<file path="config.mk">
export PLATFORM = sky130hd
export DESIGN_NAME = instr_mem_rd_arbiter
export DESIGN_NICKNAME = d
export VERILOG_FILES = /design/src/rtl/instr_mem_rd_arbiter.sv
export SDC_FILE = /design/constraint.sdc
export NUM_CORES = 1
export LEC_CHECK = 0
export BUFFER_PORTS_ARGS = -buffer_cell sky130_fd_sc_hd__buf_2
export CORE_AREA = 5 5 123 125
export DETAILED_ROUTE_END_ITERATION = 7
export DIE_AREA = 0 0 128 130
export GPL_ROUTABILITY_DRIVEN = 0
export SYNTH_ARGS = -nofsm -noshare
export SYNTH_HDL_FRONTEND = slang
export SYNTH_SLANG_ARGS = --single-unit
export TNS_END_PERCENT = 1
</file>
<file path="constraint.sdc">
create_clock -name i_clk -period 2.6 [get_ports i_clk]
set_input_delay 0.26 -clock i_clk [delete_from_list [all_inputs] [get_ports i_clk]]
set_output_delay 0.26 -clock i_clk [all_outputs]
set_load 0.005 [all_outputs]
</file>
<file path="src/rtl/instr_mem_rd_arbiter.sv">
// instr_mem_rd_arbiter: round-robin arbiter sharing one AXI4 AR/R read port among NUM_REQ instruction-cache controllers
// Ports:
//   i_clk, i_areset_n           clock, asynchronous active-low reset
//   o_grant, o_busy             one-hot current owner, FSM not idle
//   i_ar_* / o_ar_ready         per-requester AR channels (flattened, indexed by requester)
//   o_r_valid / i_r_ready       per-requester R handshake
//   o_r_data/resp/last          R payload broadcast to all requesters
//   o_ar_* / i_ar_ready         memory-side AR channel
//   i_r_* / o_r_ready           memory-side R channel
module instr_mem_rd_arbiter #(
    parameter int NUM_REQ   = 4,
    parameter int ADDR_SIZE = 32,
    parameter int DATA_SIZE = 32
) (
    input  logic                           i_clk,
    input  logic                           i_areset_n,
    output logic [NUM_REQ-1:0]             o_grant,
    output logic                           o_busy,
    input  logic [NUM_REQ-1:0]             i_ar_valid,
    input  logic [NUM_REQ*ADDR_SIZE-1:0]   i_ar_addr,
    input  logic [NUM_REQ*8-1:0]           i_ar_len,
    input  logic [NUM_REQ*3-1:0]           i_ar_size,
    input  logic [NUM_REQ*2-1:0]           i_ar_burst,
    output logic [NUM_REQ-1:0]             o_ar_ready,
    output logic [NUM_REQ-1:0]             o_r_valid,
    input  logic [NUM_REQ-1:0]             i_r_ready,
    output logic [DATA_SIZE-1:0]           o_r_data,
    output logic [1:0]                     o_r_resp,
    output logic                           o_r_last,
    output logic                           o_ar_valid,
    output logic [ADDR_SIZE-1:0]           o_ar_addr,
    output logic [7:0]                     o_ar_len,
    output logic [2:0]                     o_ar_size,
    output logic [1:0]                     o_ar_burst,
    input  logic                           i_ar_ready,
    input  logic                           i_r_valid,
    input  logic [DATA_SIZE-1:0]           i_r_data,
    input  logic [1:0]                     i_r_resp,
    input  logic                           i_r_last,
    output logic                           o_r_ready
);
    localparam int IW = $clog2(NUM_REQ);
    localparam logic [IW:0] NQ = (IW+1)'(NUM_REQ);
    localparam logic [IW-1:0] LAST_IDX = IW'(NUM_REQ-1);

    typedef enum logic [1:0] {IDLE, ADDR, DATA} state_t;

    state_t state, state_d;
    logic [NUM_REQ-1:0] grant_q, grant_d, rot;
    logic [IW-1:0] g, g_d, ptr, ptr_d, off, pick, g_nxt;
    logic [IW:0] sum;
    logic in_addr, in_data;
    logic [ADDR_SIZE-1:0] addr_a [NUM_REQ];
    logic [7:0] len_a [NUM_REQ];
    logic [2:0] size_a [NUM_REQ];
    logic [1:0] burst_a [NUM_REQ];

    for (genvar k = 0; k < NUM_REQ; k++) begin : g_unpack
        assign addr_a[k]  = i_ar_addr[k*ADDR_SIZE +: ADDR_SIZE];
        assign len_a[k]   = i_ar_len[k*8 +: 8];
        assign size_a[k]  = i_ar_size[k*3 +: 3];
        assign burst_a[k] = i_ar_burst[k*2 +: 2];
    end

    // Rotate requests so bit 0 is the requester at ptr; the lowest set bit
    // of the rotated vector is the offset of the next winner from ptr.
    always_comb begin
        rot = NUM_REQ'({i_ar_valid, i_ar_valid} >> ptr);
        off = '0;
        for (int i = NUM_REQ-1; i >= 0; i--)
            if (rot[i]) off = IW'(i);
        sum  = {1'b0, ptr} + {1'b0, off};
        pick = sum >= NQ ? IW'(sum - NQ) : IW'(sum);
    end

    assign g_nxt   = (g == LAST_IDX) ? '0 : g + 1'b1;
    assign in_addr = state == ADDR;
    assign in_data = state == DATA;

    assign o_ar_valid = in_addr & i_ar_valid[g];
    assign o_ar_addr  = in_addr ? addr_a[g]  : '0;
    assign o_ar_len   = in_addr ? len_a[g]   : '0;
    assign o_ar_size  = in_addr ? size_a[g]  : '0;
    assign o_ar_burst = in_addr ? burst_a[g] : '0;
    assign o_ar_ready = in_addr ? grant_q & {NUM_REQ{i_ar_ready}} : '0;
    assign o_r_valid  = in_data ? grant_q & {NUM_REQ{i_r_valid}} : '0;
    assign o_r_ready  = in_data & i_r_ready[g];
    assign o_r_data   = i_r_data;
    assign o_r_resp   = i_r_resp;
    assign o_r_last   = i_r_last;
    assign o_grant    = grant_q;
    assign o_busy     = state != IDLE;

    always_comb begin
        state_d = state;
        grant_d = grant_q;
        g_d     = g;
        ptr_d   = ptr;
        case (state)
            IDLE: if (|i_ar_valid) begin
                state_d = ADDR;
                g_d     = pick;
                grant_d = {{(NUM_REQ-1){1'b0}}, 1'b1} << pick;
            end
            ADDR: if (o_ar_valid && i_ar_ready) begin
                state_d = DATA;
            end else if (!i_ar_valid[g]) begin
                // requester withdrew before the handshake: abandon and rotate
                state_d = IDLE;
                grant_d = '0;
                ptr_d   = g_nxt;
            end
            DATA: if (i_r_valid && o_r_ready && i_r_last) begin
                state_d = IDLE;
                grant_d = '0;
                ptr_d   = g_nxt;
            end
            default: state_d = IDLE;
        endcase
    end

    always_ff @(posedge i_clk or negedge i_areset_n) begin
        if (!i_areset_n) begin
            state   <= IDLE;
            grant_q <= '0;
            g       <= '0;
            ptr     <= '0;
        end else begin
            state   <= state_d;
            grant_q <= grant_d;
            g       <= g_d;
            ptr     <= ptr_d;
        end
    end
endmodule

</file>
==> impl_metrics.csv <==
group,metric,value,unit
grt,grt_overflow,0,
power_and_ir_drop,peakVddDrop,0.517,mV
finish,area_delta_synth_final,53.6,%
sta,hold_viol,0,
worst_setup_path,reg2reg_from,"ptr[1]",
clock_network,tritoncts,"built",
grt,grt_pass1_wl,16700,microns
sta,holdWs,0.384,ns
sta,fin_crit_sh,0.872,
worst_setup_path,cp_top_family,"multiplexers",
sta,fmax,441,MHz
die,die_h,130,microns
clock_network,cts_resized,0,
grt,grt_pass1_vias,2887,
place,port-buffer-count,253,
synthesis,syn_inst,236,
job,max_cap_viol_count,0,
synthesis,yosysTopAreaCell,"mux4_2",
die,pin_count,322,
place,placed_cells,621,
power_and_ir_drop,pwr-share-clk,0.088,
sta,rsz0062_at_grt,"no",
routing,wire_per_inst,19.0,microns
die,core_area,13800,sq um
sta,worstMarginPinSlew,0.469,ns
power_and_ir_drop,power_switching,0.00135,W
routing,wl,11900,microns
routing,antenna_left,0,
hold_path,hold_end,"state[1]",
synthesis,synth_common_cells,"and2_1, mux4_2, buf_4, clkbuf_1, dfrtp_1",
synthesis,synth_top_area_frac,0.418,
worst_setup_path,rrSetupSlack,0.56,ns
power_and_ir_drop,power.internal,0.00186,W
worst_setup_path,end_kind,"output port",
sta,skew,0.00486,ns
clock_network,numCtsBuffers,3,
worst_setup_path,max_stage_delay,0.56,ns
worst_setup_path,worst-path-buf-inv,2,
routing,viasPerCell,4.46,
sta,report.final.slew_viol_count,0,
routing,firstDrtPassIters,4,
finish,post-route-util,0.270,
grt,grt_max_degree,27,
die,initial_core_util,0.176,
finish,multi_input_area,1810,sq um
power_and_ir_drop,p_leak,1.92,nW
hold_path,min_path_type,"input port to flip-flop",
synthesis,ys_warn_count,0,
finish,fin_nets,679,
die,die_w,128,microns
worst_setup_path,worstPathRequired,2.34,ns
worst_setup_path,rr_worst_depth,8,
worst_setup_path,critPathSlowestCell,"mux4_2",
synthesis,syn_avg_cell_area,10.3,sq um
clock_network,clk_pin_slew,0.04,ns
synthesis,synth_fp_nets,468,
die,rows,43,
sta,setup_tns,0,ns
finish,drive_gt1_frac,0.700,
routing,drt-initial-drc-count,110,
synthesis,yosys_most_used_dff,"dfrtp_1",
power_and_ir_drop,sw_frac_of_total,0.421,
clock_network,clock_latency,0.24,ns
sta,post-route-min-period,2.27,ns
synthesis,synth_edf_count,0,
synthesis,ys_top_cells_by_area,"mux4_2, and2_1, buf_4",
place,hpwlAfterDp,10500,microns
clock_network,cts_num_sinks,10,
worst_setup_path,cp_cell_sequence,"buf_4 > mux4_2 > and2_1 > buf_2",
synthesis,seq_area_frac_synth,0.103,
routing,post-route-drc-count,0,
power_and_ir_drop,seqPwrFrac,0.104,
outcome,run_status,"completed",
grt,antenna_found_initial,8,
sta,max-slew-margin-rel,0.685,
hold_path,worstHoldStart,"i_ar_ready",
synthesis,synthArstFlopShare,1.00,
worst_setup_path,rr_endpoint,"o_grant[0]",
worst_setup_path,critPathLaunchType,"flip-flop",
worst_setup_path,cp.arrival,2.01,ns
synthesis,netlist_area,2420,sq um
finish,instances_no_fill,628,
synthesis,synth_cell_types,35,
power_and_ir_drop,p_per_area,864,nW/um^2
clock_network,cts_root_buf,"clkbuf_16",
worst_setup_path,worstSetupPathType,"flip-flop to output port",
sta,setup_viol,0,
finish,fillerInstances,1514,
worst_setup_path,critPathMaxFanout,22,
grt,gr-usage-all-layers,0.128,
clock_network,h-tree-depth,1,
worst_setup_path,path_depth,4,
finish,regArea,255,sq um
routing,dr_total_vias,2798,
hold_path,holdPathStages,3,
die,die-area,16600,sq um
synthesis,ys_ff_latch,10,
clock_network,cts_max_path_buffers,2,
power_and_ir_drop,power_frac_comb,0.808,
-- what timing repair did --
item                                   in CTS  in global routing
hold buffers                                1                  0
endpoints found under the hold margin      10                  0
setup buffers                               0                  0
-- stage by stage --
stage	power, W	worst slack (ns)	instance area (sq um)
2_1_floorplan	0.00210	0.534	2420
3_3_place_gp	0.00295	0.564	3630
3_5_place_dp	0.00297	0.555	3630
4_1_cts	0.00327	0.295	3710
5_1_grt	0.00351	0.203	3720
6_report	0.00322	0.333	3720
-- registers in the layout, summed over array words and instances (netlist names) --
name	count
g	2
state	2
o_grant	4
ptr	2
-- power by group through the flow --
| stage | combinational, W | sequential, W | clock, W |
|---|---|---|---|
| after detailed placement | 0.00263 | 0.000337 | 0 |
| final | 0.00260 | 0.000334 | 0.000282 |
| after global placement | 0.00262 | 0.000335 | 0 |
| after global routing | 0.00286 | 0.000346 | 0.000297 |
| after CTS | 0.00265 | 0.000335 | 0.000288 |
| after floorplan | 0.00184 | 0.000269 | 0 |
-- area by class of cell --
cell class | count | area share
flip-flops and latches | 10 | 0.0686
inverters | 6 | 0.00605
clock buffers | 4 | 0.0212
well taps | 180 | 0.0605
multi-input cells | 166 | 0.487
repair buffers | 260 | 0.355
diodes | 2 | 0.00135
-- worst min-delay path: stages --
cell and delay, ns:
buf_2 0.13, a21oi_1 0.13, a21oi_1 0.06
-- logic make-up after synthesis --
family	after synthesis	share of synthesized area
AOI/OAI and AO/OA	21	0.0532
xor gates and xnor gates	3	0.0108
adders and majority gates	5	0.0258
buffers and inverters	60	0.149
DFF	10	0.103
muxes	53	0.453
and+or+nand+nor	84	0.205
-- routing by layer --
metal	vias up	GRT usage	part of all wire
met1	1311	0.145	0.36
met4	12	0.0293	0.015
met5	-	0	0.0069
met3	24	0.0569	0.12
li1	1280	-	-
met2	171	0.223	0.49
-- cells in the final DEF (no fill, tap or decap), drive strengths merged, types with 2 or more instances in the layout --
cell type	instances
o21ai	7
nand2	9
buf	259
a211oi	2
ha	5
a21oi	7
clkbuf	4
nor2	5
and3b	2
xor2	2
diode	2
nor3	3
dfrtp	10
inv	6
and2	45
and3	9
nor3b	2
mux2	3
nand2b	3
mux2i	5
mux4	45
-- worst max path at each step --
stage	endpoint	startpoint	slack (ns)
6_report	o_ar_addr[19]	g[0]	0.33
5_1_grt	o_ar_addr[21]	g[0]	0.20
4_1_cts	o_ar_addr[21]	g[0]	0.29
3_5_place_dp	o_ar_addr[29]	g[0]	0.56
3_3_place_gp	o_grant[3]	g[1]	0.56
2_1_floorplan	o_ar_addr[25]	g[0]	0.53
(Power assumes the default switching activity.)
